==> src/rtl/sysid_timeout_ctr.sv <==
// Per-transaction cycle counter; expired is high once the count hits TIMEOUT_CYCLES-1.
// Ports: clock, reset, clear (restart at 0), enable (count this cycle), expired.
module sysid_timeout_ctr #(
    parameter int unsigned TIMEOUT_CYCLES = 16
) (
    input  logic clock,
    input  logic reset,
    input  logic clear,
    input  logic enable,
    output logic expired
);

    localparam logic [15:0] LAST = 16'(TIMEOUT_CYCLES - 1);

    logic [15:0] count;

    // Saturates at LAST so expired stays asserted until cleared.
    always_ff @(posedge clock) begin
        if (reset || clear) begin
            count <= '0;
        end else if (enable && count != LAST) begin
            count <= count + 16'd1;
        end
    end

    assign expired = (count == LAST);

endmodule

==> config.mk <==
export PLATFORM = sky130hd
export DESIGN_NAME = sysid_timeout_ctr
export DESIGN_NICKNAME = d
export VERILOG_FILES = /design/src/rtl/sysid_timeout_ctr.sv
export SDC_FILE = /design/constraint.sdc
export NUM_CORES = 1
export LEC_CHECK = 0
export CAP_MARGIN = 25
export CORE_MARGIN = 4
export CORE_UTILIZATION = 35
export DETAILED_ROUTE_END_ITERATION = 8
export GPL_ROUTABILITY_DRIVEN = 0
export GPL_TIMING_DRIVEN = 1
export MAX_ROUTING_LAYER = met4
export SYNTH_ARGS = -nofsm -noshare
export SYNTH_HDL_FRONTEND = slang
export SYNTH_SLANG_ARGS = --single-unit
==> constraint.sdc <==
create_clock -name clock -period 2.1 [get_ports clock]
set_clock_uncertainty 0.05 [all_clocks]
set_input_delay 0.21 -clock clock [delete_from_list [all_inputs] [get_ports clock]]
set_output_delay 0.21 -clock clock [all_outputs]
set_load 0.005 [all_outputs]
# Word level (Yosys, flattened, before mapping)
# Cells that the tools add are included.
totals:
  out_inout_bits: 1
  register_bits: 16
  elab_cells: 6
  inputBits: 4
op_classes:
  n_addsub: 1
  eq_ne: 2
  n_reduce_logical: 2
ops:
  columns: ["operator", "n"]
  rows:
  - ["adder 16 x 1 -> 16 bit (second input constant)", 1]
  - ["equality test 16 x 4 -> 1 bit (second input constant)", 1]
  - ["!= test 16 x 4 -> 1 bit (second input constant)", 1]
  - ["logical AND 1 bit", 1]
  - ["logical OR 1 bit", 1]

# Logic depth before layout (Yosys ltp)
depth:
  depth_word: 2
  depth_mapped: 5

# Worst setup path after synthesis
# No wires, ideal clock.
synth_timing:
  path_type: "reg2reg"
  start: "reg count[0]"
  end: "reg count[3]"
  arrival_time_ps: 1747
  stages_incl_launch_ff: 6
  period_less_slack_ps: 1929
  n_path_buf: 0
  path_slack_ps: 171
  path_cell_list: "dfxtp_1 -> ha_1 -> or3b_2 -> o41ai_4 -> or3_2 -> a21oi_1"
synth_between:
  elab_chain_cells: 2
  elab_cells_between_ends: 3
  cone_classes: "1 x add/sub; 1 x eq/ne; 1 x reduce/logical"
synth_rtl:
  columns: ["item", "line_no", "source"]
  rows:
  - ["from (decl)", "15", "logic [15:0] count;"]
  - ["from (signal assigned)", "22", "count <= count + 16'd1;"]
  - ["branches (longest 2 deep; another with adder 16 x 1 -> 16 bit)", null, null]
# Parallel ways; which one is timed is not known.
# A chain may end at the register's enable or synchronous reset.

# Final worst setup path
layout_timing:
  start: "reg count[15]"
  end: "reg count[3]"
layout_between:
  elab_chain_cells: 2
layout_rtl:
  columns: ["item", "line_no", "source"]
  rows:
  - ["!= test 16 x 4 -> 1 bit", "21", "end else if (enable && count != LAST) begin"]
  - ["logical AND 1 bit", "21", null]
# Every way passes these cells.

==> results.toml <==
[power_and_ir_drop]
p_total_uw = 533.5
power_switching_uw = 112.2
seqPwrFrac_pct = 57.2
power_density_nw_per_um2 = 550.9
clock_power_share_pct = 38.4
p_int_uw = 421.2
irDropWorstVdd_uv = 348.1
switching_share_pct = 21.04
power_frac_comb_pct = 4.4
leakage_nw = 0.2950

[final_layout]
fin_nets = 114
largest_reg_flops = 16
reg_top3 = "count x16"
final_common_cell = "dfxtp_1"
diodes = 0
area_growth_pct = 23.45
layout-drive-gt1-share_pct = 22.22
final_util_pct = 47.43
layoutNonFillerInstCount = 135
final_cell_mix = "dfxtp_1 (16), nor2_1 (12), buf_4 (9), xnor2_1 (8)"
largest-register = "count"
fill_cells = 216

[floorplan]
dieArea_um2 = 3063
rows = 16
coreArea_um2 = 2042
io_pins = 5
die_w_um = 55.35
die_h_um = 55.35
initial_utilization_pct = 38.42

[placement]
dp.cells = 131
io_buffers = 4
post-dp-hpwl_um = 1176

[synth]
synth-seq-cells = 16
synth_warnings = 0
synth-seq-area-share_pct = 40.83
syn_inst = 93
synth_area_um2 = 784.5
yosysUniqueCellTypes = 24
syn_avg_cell_area_um2 = 8.436
synthesis.nets = 98

[global_route]
use_met3_pct = 4.196
grtUsageMet1_pct = 14.33
busiest_layer = "met2"
grt_pass1_wl_um = 2842
grt_pass1_vias = 670
grt_max_degree = 16
grt_remaining_overflow = 0
antenna_found_initial = 0
use_met2_pct = 18.24
gr-usage-all-layers_pct = 11.58

[worst_setup_path]
crit_path_top_delay_cell = "or4_4"
criticalPathCategory = "reg2reg"
worstPathRequired_ps = 2220
critPathMaxFanout = 7
arrival_ps = 2110
max_stage_delay_ps = 570
cp-start-kind = "flop"
crit_chain = "or4_4, buf_4, o41ai_4, or3_2, a21oi_1"
regToRegSetupSlack_ps = 110
endpoint_kind = "flop"

[timing]
finalCriticalPeriod_ps = 1991
worst_pin_slew_ps = 439.8
max_freq_mhz = 502.3
fin_setup_tns_ps = 0
hold_slack_ps = 478.3
drv_slew = 0
setup_violations = 0
rsz0062_at_grt = "no"
hold_violations = 0
maxSlewHeadroom_pct = 70.58
period_share_pct = 94.80

[clocking]
cts.sink_count = 16
htree_levels = 1
hold_buffers = 0
cts_buffer_depth = 2
cts.clk_slew.worst_paths_ps = 100
clock-root-buffer = "clkbuf_4"
worstSkewPairLatency_ps = 290
tritoncts = "yes"
cts_buffers = 3

[drt]
vias = 683
viasPerCell = 5.059
dr.first_iter.drc_count = 9
antenna_left = 0
firstDrtPassIters = 4
routed_wirelength_um = 1594
drc = 0
drt-wirelength-per-cell_um = 11.81

[outcome]
status = "finished clean"

[hold_path]
holdCritPathClass = "reg2reg"

[flow_run]
cap_violations = 0
routing by layer:
metal  up-vias  share of wire [%]
li1        366                  -
met1       307                 50
met2        10                 46
met3         0                4.1
met4         0                  0
met5         -                  0
stage by stage:
step	cell area (µm²)	setup WS [ps]
floorplan	784.5	170.8
global placement	918.4	25.45
detailed placement	918.4	-15.09
CTS	959.7	0.4435
global route	968.4	16.15
finish	968.4	109.3
power groups by stage:
stage / Sequential [mW] / Combinational, mW / Clock, mW
6_report: 0.305 / 0.0236 / 0.205
5_1_grt: 0.306 / 0.0262 / 0.227
4_1_cts: 0.305 / 0.0236 / 0.211
3_5_place_dp: 0.312 / 0.0236 / 0
3_3_place_gp: 0.312 / 0.0235 / 0
2_1_floorplan: 0.313 / 0.0115 / 0
critical path: cells and delay by family, from the launching register on:
| family | cells | cell delay [ps] |
|---|---|---|
| flip-flops | 1 | 340 |
| AND/OR/NAND/NOR | 2 | 770 |
| buffers and inverters | 1 | 160 |
| AO/OA/AOI/OAI | 2 | 550 |
cells in the mapped netlist:
| cell type | count | area (µm²) |
|---|---|---|
| dfxtp_1 | 16 | 320.3 |
| nor2_1 | 12 | 45.04 |
| xnor2_1 | 8 | 70.07 |
| a21oi_1 | 6 | 30.03 |
| nand2_1 | 6 | 22.52 |
| nand3_1 | 6 | 30.03 |
| nor3_1 | 5 | 25.02 |
| nor4_1 | 5 | 31.28 |
| inv_1 | 4 | 15.01 |
| nand4_1 | 4 | 25.02 |
| o21ai_0 | 3 | 15.01 |
| or3_2 | 3 | 22.52 |
| clkbuf_1 | 2 | 7.510 |
| o21ai_1 | 2 | 10.01 |
| or3_1 | 2 | 12.51 |
| a31o_2 | 1 | 8.760 |
| ha_1 | 1 | 12.51 |
| nand4bb_1 | 1 | 11.26 |
| o41ai_4 | 1 | 27.53 |
| or2_2 | 1 | 6.260 |
| or3b_2 | 1 | 8.760 |
| or4_1 | 1 | 7.510 |
| or4_4 | 1 | 11.26 |
| xor2_1 | 1 | 8.760 |
kinds of logic after synthesis:
family                     share of synthesized area (%)
and+or+nand+nor                                    33.01
buffers and inverters                              2.871
DFF                                                40.83
adders and majority gates                          1.595
AOI/OAI and AO/OA                                  11.64
xor gates and xnor gates                           10.05
area by class of cell:
| class | count | area [µm²] | area share (%) |
|---|---|---|---|
| flip-flops and latches | 16 | 320.3 | 33.07 |
| inverters | 4 | 15.01 | 1.550 |
| multi-input cells | 71 | 460.4 | 47.55 |
| well taps | 27 | 33.78 | 3.488 |
| clock buffers | 4 | 36.28 | 3.747 |
| repair buffers | 13 | 102.6 | 10.59 |
path summary, 6_finish.rpt:
check | from | endpoint | cells past startpoint
setup / recovery | count[15] | count[3] | 5
hold / removal | count[5] | count[5] | 2
setup reg to reg | count[15] | count[3] | 5
hold reg to reg | count[5] | count[5] | 2
timing repair:
item | 4_1_cts | 5_1_grt
buffers inserted | 0 | 0
endpoints found under the setup margin | 1 | 4
gates resized for setup | 2 | 4
pin swaps | 0 | 2
Power figures use the tool's default switching activity.
